$ cat src/rtl/census_hamming_serializer_if.sv
// -----------------------------------------------------------------------------
// census_hamming_serializer_if
// Purpose : bundles the pixel-in and cost-out streams of the census Hamming
//           serializer so the block and its neighbours share one port.
// Signals :
//   pix_valid / pix_ready   pixel handshake (master -> block)
//   line_start              pixel is column 0 of a new row
//   census_l / census_r     left / right census codes of the same column
//   cost_valid              cost_hamming / cost_disp / cost_last are valid
//   cost_hamming            Hamming cost 0..CENSUS_W
//   cost_disp               disparity of the cost
//   cost_last               last cost of the pixel (d = MAX_DISP-1)
//
// Handshake: a pixel transfers on a rising clk edge where pix_valid,
// pix_ready and clken are all high. The master keeps pix_valid and its data
// stable until that edge; pix_ready never depends on pix_valid. The cost
// stream has no back-pressure: the consumer takes each cost on every edge
// where cost_valid and clken are high.
// -----------------------------------------------------------------------------
interface census_hamming_serializer_if #(
  parameter int CENSUS_W = 9,
  parameter int DISP_W   = 4,
  parameter int COST_W   = 4
);
  logic                pix_valid;
  logic                pix_ready;
  logic                line_start;
  logic [CENSUS_W-1:0] census_l;
  logic [CENSUS_W-1:0] census_r;
  logic                cost_valid;
  logic [COST_W-1:0]   cost_hamming;
  logic [DISP_W-1:0]   cost_disp;
  logic                cost_last;

  modport master (
    output pix_valid, line_start, census_l, census_r,
    input  pix_ready, cost_valid, cost_hamming, cost_disp, cost_last
  );

  modport slave (
    input  pix_valid, line_start, census_l, census_r,
    output pix_ready, cost_valid, cost_hamming, cost_disp, cost_last
  );
endinterface

$ cat src/rtl/census_hamming_serializer.sv
// -----------------------------------------------------------------------------
// census_hamming_serializer
// Purpose : keeps a MAX_DISP-deep history of right census codes for the
//           current row and, for every accepted left pixel, emits one Hamming
//           cost per cycle for d = 0..MAX_DISP-1 in ascending order.
// Ports   :
//   clk          system clock, rising edge
//   rst          asynchronous reset, active-high
//   clken        global stall; low freezes every flop
//   bus          census_hamming_serializer_if.slave (pixel in, cost out)
//   o_dbg_state  current FSM state (0 = IDLE, 1 = SWEEP)
// -----------------------------------------------------------------------------
module census_hamming_serializer #(
  parameter int CENSUS_W = 9,
  parameter int MAX_DISP = 16,
  parameter int DISP_W   = 4,
  parameter int COST_W   = 4
) (
  input  logic clk,
  input  logic rst,
  input  logic clken,
  census_hamming_serializer_if.slave bus,
  output logic o_dbg_state
);

  typedef enum logic {
    ST_IDLE  = 1'b0,
    ST_SWEEP = 1'b1
  } state_t;

  localparam logic [DISP_W-1:0] D_LAST    = DISP_W'(MAX_DISP - 1);
  localparam logic [COST_W-1:0] COST_MASK = COST_W'(CENSUS_W);

  state_t              r_state;
  state_t              w_state_nxt;
  logic [DISP_W-1:0]   r_d;
  logic [DISP_W-1:0]   w_d_nxt;
  logic [DISP_W-1:0]   r_col;
  logic [DISP_W-1:0]   w_col_nxt;
  // Set by reset: the first pixel afterwards is column 0 even without line_start.
  logic                r_first;
  logic [CENSUS_W-1:0] r_hist [MAX_DISP];
  logic [CENSUS_W-1:0] r_census_l;

  logic                w_pix_ready;
  logic                w_accept;
  logic                w_sweep;
  logic [CENSUS_W-1:0] w_xor;
  logic [COST_W-1:0]   w_pop;
  logic [COST_W-1:0]   w_cost;

  // Ready in IDLE, or on the last disparity so the next pixel follows with no gap.
  assign w_pix_ready   = (r_state == ST_IDLE) || (r_d == D_LAST);
  assign w_accept      = bus.pix_valid & w_pix_ready & clken;
  assign bus.pix_ready = w_pix_ready;
  assign o_dbg_state   = r_state;

  // Next-state / sweep control
  always_comb begin
    w_state_nxt = r_state;
    w_d_nxt     = r_d;
    w_sweep     = 1'b0;
    unique case (r_state)
      ST_IDLE: begin
        if (w_accept) begin
          w_state_nxt = ST_SWEEP;
          w_d_nxt     = '0;
        end
      end
      ST_SWEEP: begin
        w_sweep = 1'b1;
        if (w_accept) begin
          w_d_nxt = '0;
        end else if (r_d == D_LAST) begin
          w_state_nxt = ST_IDLE;
          w_d_nxt     = '0;
        end else begin
          w_d_nxt = r_d + DISP_W'(1);
        end
      end
      default: begin
        w_state_nxt = ST_IDLE;
        w_d_nxt     = '0;
      end
    endcase
  end

  // Column of the incoming pixel, saturating once the history is full.
  always_comb begin
    w_col_nxt = r_col;
    if (bus.line_start || r_first) begin
      w_col_nxt = '0;
    end else if (r_col != D_LAST) begin
      w_col_nxt = r_col + DISP_W'(1);
    end
  end

  // Cost for the current disparity; columns left of the row start are masked
  // to the worst cost so history from a previous row is never used.
  always_comb begin
    w_xor = r_census_l ^ r_hist[r_d];
    w_pop = '0;
    for (int i = 0; i < CENSUS_W; i++) begin
      w_pop = w_pop + COST_W'(w_xor[i]);
    end
    w_cost = (r_d > r_col) ? COST_MASK : w_pop;
  end

  always_ff @(posedge clk or posedge rst) begin
    if (rst) begin
      r_state <= ST_IDLE;
      r_d     <= '0;
    end else if (clken) begin
      r_state <= w_state_nxt;
      r_d     <= w_d_nxt;
    end
  end

  always_ff @(posedge clk or posedge rst) begin
    if (rst) begin
      r_col      <= '0;
      r_first    <= 1'b1;
      r_census_l <= '0;
      for (int k = 0; k < MAX_DISP; k++) begin
        r_hist[k] <= '0;
      end
    end else if (w_accept) begin
      r_col      <= w_col_nxt;
      r_first    <= 1'b0;
      r_census_l <= bus.census_l;
      r_hist[0]  <= bus.census_r;
      for (int k = 1; k < MAX_DISP; k++) begin
        r_hist[k] <= r_hist[k-1];
      end
    end
  end

  // Output register: one cost per sweep cycle, cleared when not sweeping.
  always_ff @(posedge clk or posedge rst) begin
    if (rst) begin
      bus.cost_valid   <= 1'b0;
      bus.cost_hamming <= '0;
      bus.cost_disp    <= '0;
      bus.cost_last    <= 1'b0;
    end else if (clken) begin
      if (w_sweep) begin
        bus.cost_valid   <= 1'b1;
        bus.cost_hamming <= w_cost;
        bus.cost_disp    <= r_d;
        bus.cost_last    <= (r_d == D_LAST);
      end else begin
        bus.cost_valid   <= 1'b0;
        bus.cost_hamming <= '0;
        bus.cost_disp    <= '0;
        bus.cost_last    <= 1'b0;
      end
    end
  end

endmodule

$ cat src/flat_wrapper.sv
// flat-port wrapper written by rule: the top's interface ports become plain ports
module census_hamming_serializer_flat 
#(
  parameter int CENSUS_W = 9,
  parameter int MAX_DISP = 16,
  parameter int DISP_W   = 4,
  parameter int COST_W   = 4
)
  (clk, rst, clken, o_dbg_state, bus_pix_valid, bus_line_start, bus_census_l, bus_census_r, bus_pix_ready, bus_cost_valid, bus_cost_hamming, bus_cost_disp, bus_cost_last);
  census_hamming_serializer_if #(.CENSUS_W(CENSUS_W), .DISP_W(DISP_W), .COST_W(COST_W)) bus_i ();
  input  logic clk;
  input  logic rst;
  input  logic clken;
  output logic o_dbg_state;
  input wire logic [$bits(bus_i.pix_valid)-1:0] bus_pix_valid;
  input wire logic [$bits(bus_i.line_start)-1:0] bus_line_start;
  input wire logic [$bits(bus_i.census_l)-1:0] bus_census_l;
  input wire logic [$bits(bus_i.census_r)-1:0] bus_census_r;
  output wire logic [$bits(bus_i.pix_ready)-1:0] bus_pix_ready;
  output wire logic [$bits(bus_i.cost_valid)-1:0] bus_cost_valid;
  output wire logic [$bits(bus_i.cost_hamming)-1:0] bus_cost_hamming;
  output wire logic [$bits(bus_i.cost_disp)-1:0] bus_cost_disp;
  output wire logic [$bits(bus_i.cost_last)-1:0] bus_cost_last;
  assign bus_i.pix_valid = bus_pix_valid;
  assign bus_i.line_start = bus_line_start;
  assign bus_i.census_l = bus_census_l;
  assign bus_i.census_r = bus_census_r;
  assign bus_pix_ready = bus_i.pix_ready;
  assign bus_cost_valid = bus_i.cost_valid;
  assign bus_cost_hamming = bus_i.cost_hamming;
  assign bus_cost_disp = bus_i.cost_disp;
  assign bus_cost_last = bus_i.cost_last;
  census_hamming_serializer #(.CENSUS_W(CENSUS_W), .MAX_DISP(MAX_DISP), .DISP_W(DISP_W), .COST_W(COST_W)) u_core (.clk(clk), .rst(rst), .clken(clken), .bus(bus_i), .o_dbg_state(o_dbg_state));
endmodule
$ cat config.mk
export PLATFORM = sky130hd
export DESIGN_NAME = census_hamming_serializer_flat
export DESIGN_NICKNAME = d
export VERILOG_FILES = /design/src/rtl/census_hamming_serializer_if.sv /design/src/rtl/census_hamming_serializer.sv /design/src/flat_wrapper.sv
export SDC_FILE = /design/constraint.sdc
export NUM_CORES = 1
export LEC_CHECK = 0
export BUFFER_PORTS_ARGS = -buffer_cell sky130_fd_sc_hd__buf_4
export CAP_MARGIN = 0
export CORE_ASPECT_RATIO = 1.2
export CORE_MARGIN = 5
export CORE_UTILIZATION = 40
export DETAILED_ROUTE_END_ITERATION = 7
export HOLD_SLACK_MARGIN = 0.08
export SYNTH_ARGS = -nofsm -noshare
export SYNTH_HDL_FRONTEND = slang
export SYNTH_SLANG_ARGS = --single-unit
export TNS_END_PERCENT = 50
$ cat constraint.sdc
create_clock -name clk -period 5.9 [get_ports clk]
set_input_delay 0.885 -clock clk [delete_from_list [all_inputs] [get_ports clk]]
set_output_delay 0.885 -clock clk [all_outputs]
set_load 0.05 [all_outputs]
==> reports/metrics.cfg <==
[outcome]
status = complete, no violations

[route]
firstDrtPassIters = 6
drt_iter0_markers = 501
wirelength_um = 16800
routed_via_density = 4.93
antenna_left = 0
route.detailed.drc = 0
via_count = 5668
routedWlPerCell_um = 14.6

[worst_setup_path]
slowest_stage = dfrtp_2
crit_fanout = 14
cp.arrival_ns = 5.00
crit_required_ns = 6.21
crit_buf_inv = 2
critPathKind = reg -> reg
cp-start-kind = register
crit_top_cell = fa_1
critPathCaptureType = register
cp_top_family = adder cells
crit_chain = mux4_2, mux2i_1, mux2i_1, xor2_1, ha_1, fa_1, inv_1, fa_1, fa_1, inv_1, ha_1, fa_1, xnor2_1, a32o_1
cp_slowest_stage_delay_ns = 0.62

[grt]
overflow = 0
gr-usage-all-layers_pct = 15.1
grt_pass1_wl_um = 29000
grt_pass1_vias = 5772
antenna_found_initial = 0
grt_max_degree = 80

[floorplanning]
core_area_um2 = 20200
fp.dieArea_um2 = 23400
io_pins = 35
die_w_um = 141
rows = 57
die_h_um = 167
start_util_pct = 40.5

[clock_network]
htree_levels = 4
cts_hold_buf = 0
insertion_delay_ns = 0.42
cts-root-buf = clkbuf_16
cts_tree = built
postCtsResizedCells = 0
clk_path_buf_depth = 2
cts_buffers = 17
clock-sinks = 173
clk_pin_slew_ns = 0.07
post_cts_buffers = 0

[yosys]
syn_area_per_cell_um2 = 9.54
syn_area_um2 = 8180
yosys-top-cells-count = 470 x nand2_1, 172 x dfrtp_1, 36 x mux4_2
yosysWarnings = 0
ys_types = 32
yosysTopAreaCellShare_pct = 52.6
synth_flop_cell = dfrtp_1
synthArstFlopShare_pct = 100
synth_edf_count = 0
synth_area_leader_cell = dfrtp_1
synth.most_common_cell = nand2_1
yosys_register_bits = 173
synth_nets = 897
yosysSeqAreaShare_pct = 53.0
synth_area_leaders = dfrtp_1 53%, nand2_1 22%, mux4_2 9.9%, mux2i_1 3.3%, ha_1 1.8%
synth_cells = 857

[worst_hold_path]
hold_path_class = reg -> reg

[cells_and_area]
drive_above_1_share_pct = 13.7
fillers = 1864
final_nets = 911
regArea_um2 = 4330
diodes = 0
area_growth_pct = 12.8
multi_input_area_um2 = 3530
stdcell_count = 1149

[sta]
fin_tns_setup_ns = 0
rsz0062_at_grt = false
fin_crit_sh_pct = 79.5
fin_skew_ns = 0.00904
drv_slew = 0
fin_crit_ns = 4.69
final-hold-violation-count = 0
timing.fmax_mhz = 213
max_slew.worst_pin.slew_ns = 0.954
maxSlewHeadroom_pct = 36.2
finalSetupViolations = 0

[pwr]
ir_drop_mv = 0.295
pwr_density_cell_nw_per_um2 = 451
cellLeakagePower_nw = 4.86

[run]
drv_cap = 0

[placement]
port_buffers = 34
dp_cells = 1117
gp_congestion = 0.755
hpwl_um = 11000

## layer usage
layer	vias up	GRT usage (%)	part of all wire, %
li1	2774	-	-
met1	2777	20.9	46
met2	101	23.8	49
met3	16	3.04	3.8
met4	0	5.01	1.5
met5	-	0	0
## power breakdown
group          switching [mW]  internal [mW]  leakage [nW]
clock                   0.487          0.658         0.299
combinational           0.793          0.673          2.22
sequential              0.196           1.35          2.35
total                    1.48           2.68          4.86
## worst reg2reg max path: stages, from the launching register on
cell and delay, ns:
dfrtp_2 0.62, mux4_2 0.55, mux2i_1 0.15, mux2i_1 0.11, xor2_1 0.16, ha_1 0.33
fa_1 0.54, inv_1 0.05, fa_1 0.50, fa_1 0.55, inv_1 0.04, ha_1 0.21
fa_1 0.39, xnor2_1 0.14, a32o_1 0.25
## area by class of cell
cell class	instances	share of cell area [%]
Clock buffer	19	4.91
Clock inverter	13	1.66
Tap cell	265	3.60
Timing Repair Buffer	45	3.80
Sequential cell	173	47.0
Multi-Input combinational cell	616	38.3
Inverter	18	0.787
## flip-flops by register name, indices dropped and copies added (netlist names)
| name | flops |
|---|---|
| u_core.bus.cost_valid | 1 |
| u_core.r_first | 1 |
| u_core.r_col | 4 |
| u_core.bus.cost_hamming | 4 |
| u_core.bus.cost_last | 1 |
| u_core.bus.cost_disp | 4 |
| u_core.r_census_l | 9 |
| u_core.r_d | 4 |
| u_core.o_dbg_state | 1 |
| u_core.r_hist | 144 |
## final timing paths
path | startpoint | end | slack, ns | cells after the start
worst max register to register | u_core.r_d[2] | u_core.bus.cost_hamming[2] | 1.21 | 14
max in group asynchronous | rst | u_core.r_d[2] | 4.10 | 3
worst min-delay path | u_core.r_hist[7] | u_core.r_hist[7] | 0.47 | 2
worst max-delay path | u_core.r_d[2] | u_core.bus.cost_hamming[2] | 1.21 | 14
min in group asynchronous | rst | u_core.r_hist[98] | 0.56 | 2
worst min register to register | u_core.r_hist[7] | u_core.r_hist[7] | 0.47 | 2
## layout by cell type, fill, tap and decap left out, types with 3 or more instances in the layout
| master | count |
|---|---|
| ha_1 | 12 |
| inv_1 | 17 |
| nand3_1 | 11 |
| dfrtp_1 | 170 |
| buf_4 | 44 |
| mux4_2 | 36 |
| mux2i_1 | 27 |
| a21oi_1 | 5 |
| fa_1 | 5 |
| nor2_1 | 3 |
| clkbuf_16 | 17 |
| inv_6 | 5 |
| nand2_1 | 470 |
| o21ai_0 | 14 |
| xor2_1 | 6 |
| xnor2_1 | 5 |
## cell families after synthesis
family	Yosys count	share of synthesized area (%)
compound gates	31	2.40
xor+xnor	11	1.18
fa+ha+maj	17	3.06
buf+inv	68	4.07
flops	173	53.0
mux	63	13.2
simple gates	494	23.1
## per-stage QoR
stage / worst slack (ns) / hold slack, ns / area [um2] / util (%) / power [mW]
after global placement: 1.23 / 0.455 / 8620 / 42.7 / 3.01
after CTS: 1.13 / 0.479 / 9220 / 45.7 / 4.22
after detailed placement: 1.15 / 0.463 / 8620 / 42.7 / 3.07
after global routing: 0.933 / 0.496 / 9220 / 45.7 / 4.47
after floorplan: 0.328 / 0.441 / 8180 / - / 2.70
final: 1.21 / 0.475 / 9220 / 45.7 / 4.16
No activity file was read; power rests on OpenSTA's default activity.
